--- config.mk ---
export PLATFORM = sky130hd
export DESIGN_NAME = bp_be_cache_req_arbiter
export DESIGN_NICKNAME = d
export VERILOG_FILES = /design/src/rtl/bp_be_cache_req_arbiter.sv
export SDC_FILE = /design/constraint.sdc
export NUM_CORES = 1
export LEC_CHECK = 0
export CAP_MARGIN = 20
export CORE_AREA = 2 2 91 93
export DETAILED_ROUTE_END_ITERATION = 6
export DIE_AREA = 0 0 93 95
export HOLD_SLACK_MARGIN = 0.1
export PLACE_DENSITY = 0.67
export SLEW_MARGIN = 15
export SYNTH_ARGS = -nofsm -noshare
export SYNTH_HDL_FRONTEND = slang
export SYNTH_SLANG_ARGS = --single-unit
export TNS_END_PERCENT = 30
--- constraint.sdc ---
create_clock -name clk_i -period 4.09 [get_ports clk_i]
set_clock_uncertainty 0.15 [all_clocks]
set_input_delay 1.227 -clock clk_i [delete_from_list [all_inputs] [get_ports clk_i]]
set_output_delay 1.227 -clock clk_i [all_outputs]
set_load 0.005 [all_outputs]
--- src/rtl/bp_be_cache_req_arbiter.sv ---
// Two-requester round-robin arbiter for the BE-to-LCE cache-request channel.
// Ownership is held from request acceptance through metadata until completion.
module bp_be_cache_req_arbiter #(
    parameter int cache_req_width_p          = 64,
    parameter int cache_req_metadata_width_p = 8
) (
    input  logic                                    clk_i,
    input  logic                                    reset_i,
    input  logic [2*cache_req_width_p-1:0]          req_i,
    input  logic [1:0]                              req_v_i,
    output logic [1:0]                              req_ready_o,
    input  logic [2*cache_req_metadata_width_p-1:0] req_metadata_i,
    input  logic [1:0]                              req_metadata_v_i,
    output logic [1:0]                              req_complete_o,
    output logic [cache_req_width_p-1:0]            cache_req_o,
    output logic                                    cache_req_v_o,
    input  logic                                    cache_req_ready_i,
    output logic [cache_req_metadata_width_p-1:0]   cache_req_metadata_o,
    output logic                                    cache_req_metadata_v_o,
    input  logic                                    cache_req_complete_i,
    output logic                                    owner_o,
    output logic                                    busy_o,
    output logic                                    proto_err_o
);

    localparam int W = cache_req_width_p;
    localparam int M = cache_req_metadata_width_p;

    typedef enum logic [1:0] {
        e_idle,
        e_wait_meta,
        e_wait_complete
    } state_e;

    state_e state_q, state_d;
    logic   last_grant_q, last_grant_d;
    logic   owner_q, owner_d;
    logic   proto_err_q, proto_err_d;
    logic   grant;
    logic   xfer;

    // Grant never looks at LCE ready, so valid/data are stable under backpressure
    always_comb begin
        if (&req_v_i) begin
            grant = ~last_grant_q;
        end else begin
            grant = req_v_i[1];
        end
    end

    assign xfer = (state_q == e_idle) & (|req_v_i) & cache_req_ready_i;

    always_comb begin
        cache_req_v_o          = 1'b0;
        cache_req_o            = '0;
        req_ready_o            = 2'b00;
        cache_req_metadata_v_o = 1'b0;
        cache_req_metadata_o   = '0;
        req_complete_o         = 2'b00;
        unique case (state_q)
            e_idle: begin
                cache_req_v_o      = |req_v_i;
                cache_req_o        = grant ? req_i[2*W-1:W] : req_i[W-1:0];
                req_ready_o[grant] = cache_req_ready_i;
            end
            e_wait_meta: begin
                cache_req_metadata_v_o = req_metadata_v_i[owner_q];
                cache_req_metadata_o   = owner_q ? req_metadata_i[2*M-1:M]
                                                 : req_metadata_i[M-1:0];
                req_complete_o[owner_q] = cache_req_complete_i;
            end
            e_wait_complete: begin
                req_complete_o[owner_q] = cache_req_complete_i;
            end
            default: begin
                cache_req_v_o = 1'b0;
            end
        endcase
    end

    always_comb begin
        state_d      = state_q;
        last_grant_d = last_grant_q;
        owner_d      = owner_q;
        proto_err_d  = proto_err_q;
        unique case (state_q)
            e_idle: begin
                if (cache_req_complete_i) begin
                    proto_err_d = 1'b1;
                end
                if (xfer) begin
                    owner_d      = grant;
                    last_grant_d = grant;
                    state_d      = e_wait_meta;
                end
            end
            e_wait_meta: begin
                // An early completion means the LCE is done; metadata is dropped
                if (cache_req_complete_i) begin
                    proto_err_d = 1'b1;
                    state_d     = e_idle;
                end else if (req_metadata_v_i[owner_q]) begin
                    state_d = e_wait_complete;
                end
            end
            e_wait_complete: begin
                if (cache_req_complete_i) begin
                    state_d = e_idle;
                end
            end
            default: begin
                state_d = e_idle;
            end
        endcase
    end

    always_ff @(posedge clk_i or posedge reset_i) begin
        if (reset_i) begin
            state_q      <= e_idle;
            last_grant_q <= 1'b1;
            owner_q      <= 1'b0;
            proto_err_q  <= 1'b0;
        end else begin
            state_q      <= state_d;
            last_grant_q <= last_grant_d;
            owner_q      <= owner_d;
            proto_err_q  <= proto_err_d;
        end
    end

    assign owner_o     = owner_q;
    assign busy_o      = (state_q != e_idle);
    assign proto_err_o = proto_err_q;

endmodule
==> results of run 1 <==
[cell type report]
| type | instances | area, um^2 | area share |
|---|---|---|---|
| Timing Repair Buffer | 249 | 2710 | 0.636 |
| Clock buffer | 4 | 45.0 | 0.0106 |
| Inverter | 4 | 15.0 | 0.00352 |
| Sequential cell | 5 | 126 | 0.0297 |
| Multi-Input combinational cell | 241 | 1230 | 0.290 |
| Tap cell | 105 | 131 | 0.0308 |
[path summary, 6_finish.rpt]
path	to	slack, ns	cells after the start
max	cache_req_o[15]	0.07	8
min	proto_err_o	0.32	1
max reg2reg	state_q[1]	2.05	6
max in group asynchronous	last_grant_q	2.48	2
min in group asynchronous	proto_err_o	1.07	2
min reg2reg	proto_err_o	0.32	1
[report_power, final]
part | total (mW) | switching (mW) | internal [mW]
registers | 0.112 | 0.0390 | 0.0734
clock network | 0.0920 | 0.0250 | 0.0670
logic | 1.55 | 0.667 | 0.882
total | 1.75 | 0.731 | 1.02
[timing repair]
| action | CTS | global route |
|---|---|---|
| endpoints found under the setup margin | 65 | 50 |
| gates resized for setup | 23 | 52 |
| cloned | 3 | 1 |
| hold buffers | 0 | 0 |
| setup buffers | 4 | 0 |
| pin swaps | 2 | 0 |
[logic make-up after synthesis]
logic type / after synthesis / synth area share
simple gates: 154 / 0.423
compound gates: 75 / 0.293
buf+inv: 27 / 0.116
mux: 9 / 0.0603
flops: 5 / 0.0834
fa+ha+maj: 3 / 0.0248
[layout by cell type, fill, tap and decap left out]
| master | n |
|---|---|
| a21bo_4 | 1 |
| a21boi_1 | 1 |
| a21boi_4 | 1 |
| a21o_1 | 1 |
| a21oi_1 | 52 |
| a21oi_2 | 12 |
| and2_1 | 1 |
| and3_1 | 1 |
| buf_12 | 5 |
| buf_16 | 2 |
| buf_4 | 7 |
| buf_6 | 1 |
| bufbuf_16 | 1 |
| clkbuf_1 | 1 |
| clkbuf_16 | 1 |
| clkbuf_8 | 3 |
| clkdlybuf4s15_1 | 1 |
| clkdlybuf4s15_2 | 1 |
| clkdlybuf4s50_1 | 166 |
| dfrtp_1 | 4 |
| dfstp_2 | 1 |
| dlygate4sd2_1 | 14 |
| dlymetal6s2s_1 | 50 |
| ha_1 | 3 |
| inv_1 | 3 |
| inv_2 | 1 |
| mux2_2 | 1 |
| mux2i_1 | 8 |
| nand2_1 | 121 |
| nand2_2 | 10 |
| nand2b_1 | 3 |
| nand3_1 | 2 |
| nor2_1 | 7 |
| nor2b_1 | 8 |
| o2111ai_1 | 1 |
| o211ai_1 | 2 |
| o21a_1 | 1 |
| o21ai_0 | 2 |
| o311ai_0 | 1 |
| or3_1 | 1 |
[layer usage]
layer | up-vias | share of wire
li1 | 1351 | -
met1 | 1203 | 0.39
met2 | 144 | 0.52
met3 | 4 | 0.092
met4 | 0 | 0.0046
met5 | - | 0
[sequential cells by signal (all words and copies together) (netlist names)]
signal	count
owner_o	1
proto_err_o	1
state_q	2
last_grant_q	1
[worst max-delay path, delay by kind of cell]
| family | cells | cell delay (ns) |
|---|---|---|
| simple gates | 1 | 0.06 |
| compound gates | 2 | 0.32 |
| buf+inv | 5 | 1.03 |
==> impl_results.md, run 1 <==
* Mapped cell area at roughly 0.0015 mm^2
* Synth cell count leaders: nand2_1, a21oi_1, a21oi_2, nand2_2
* Routed via count divided by cell count at approximately 4.4
* Run status: completed
* Final Instance Count excl. Fillers at 608
* Final Worst Setup Slack at 0.0729 ns
* GR Layer Usage met2 at 0.329
* PnR Total Power at about 1.8 mW
* Most frequent cell after synthesis: nand2_1
* Met3 Usage GRT at 0.0487
* Portion of the clock cycle consumed by the worst path in the final layout at 0.982
* Startpoint of the tightest hold check path: proto_err_o
* Cell at the slowest stage of the critical path: bufbuf_16
* Standard-cell row count at 33
* Fraction of final layout cells with drive strength greater than 1 at 0.0954
* Area share of the largest cell type after synthesis at 0.300
* Post-synth EDFFs at 0
* Delay of the slowest cell on the worst path at roughly 0.26 ns
* Crit Path Category: in2out
* Async set-reset flop share out of synthesis at 1.00
* Cells along the critical path: dlygate4sd2_1, a21boi_4, buf_6, buf_4, bufbuf_16, nand2_1, a21oi_1, dlygate4sd2_1
* Initial antenna violation count at 0
* Pre-CTS setup slack at -0.354 ns
* GRT Residual Overflow at 0
* Initial cell density of the core at 0.191
* Unrepaired setup endpoints after global routing: no
* Synth Net Count at ~430
* Post-Layout Inst Area at 0.00426 mm^2
* Setup-violating endpoint count in the final report at 0
* Instance area after placement at around 0.0039 mm^2
* Yosys cell types at 31
* Clock insertion delay at the later pin of the skew report at 0.22 ns
* Count of yosys warnings during synthesis at 0
* Tot GR Track Use at 0.176
* Max IR drop VDD at ~0.00035 V
* Layout Area Growth over Synthesis at 181%
* Cell type with the highest occurrence count on the critical path: dlygate4sd2_1
* Final weighted congestion in routability-driven placement at ~0.84
* Register area share after synthesis at 0.0834
* Worst EP arrival at approximately 2.6 ns
* Pre-Repair DR Iteration Count at 4
* Number of global-route vias before repair at about 2600
* First-pass GRT wire length at about 13 mm
* Biggest area contributors in the synthesized netlist: nand2_1, a21oi_1, dfrtp_1
* Launching point of the worst reg2reg path: state_q[1]
* Clock transition at path regs at 0.04 ns
* Slew Limit Headroom at 0.626
* Power per cell area at a little over 400 mW/mm^2
* Classification of the worst-slack hold path: reg2reg
* Remaining antenna violation count at 0
* Starting DRT DRC Count at 41
* Number of input and output port buffers inserted at around 230
* Final routed wire length divided by cell count at around 14 um
* GR peak layer: met2
* Number of instances in the synthesized netlist at between 200 and 300
* Final-layout setup total negative slack at 0 ns
* Mean Syn Cell Area at approximately 5.6 um^2
* Worst setup path startpoint: req_v_i[1]
* Pin count of the biggest net entering global routing at 39
* Overall die height at between 90 and 100 um
* Number of top-level design ports at 233
* Count of unresolved DRC violations after routing at 0
* Crit. End Element: output port
* Maximum operating frequency at 249 MHz
* Cell leakage power at around 2.4 nW
* Met1 Track Usage GR at 0.207
* Minimum clock period after layout at around 4.0 ns
* Post-Route WL at ~8.6 mm
* Cell total after placement at around 600
* Number of synthesized register bits at 5
* Transition time of the tightest slew-check pin at around 0.56 ns
* Minimum hold slack at 0.323 ns
* Buffer levels on the longest clock path at 2
* Number of H-tree levels at 1
* Pins over their slew limit at 0
* TritonCTS clock tree: yes
* Clock buffers created by TritonCTS at 3
* Most used flip-flop cell after synthesis: dfrtp_1
* Area inside the core boundary at 0.00793 mm^2
* DP HPWL at approximately 6.4 mm
* Number of failing hold endpoints at the final stage at 0
* Maximum fanout along the worst path at 10
* Worst endpoint required time at 2.71 ns
* CTS root buf: clkbuf_8
* Vias after detailed routing at roughly 2700
* Synth area leader: nand2_1
* Share of the core filled with cells in the final layout at 0.537
* Max Cap Violations at 0
* Clock sink total at 5
* Kind of start point of the critical path: primary input
* Filler instances at approximately 760
* Width of the die at 93 um
* Antenna cell count at 0
* Final #Nets at approximately 660
* DIE AREA at between 0.008 and 0.009 mm^2
Power figures use the tool's default switching activity.
==> run 2: changes to the inputs <==
- CTS_CLUSTER_DIAMETER: not set -> 200
==> results of run 2 <==
Same layout as run 1: the final DEF is identical, and so are final timing and power.
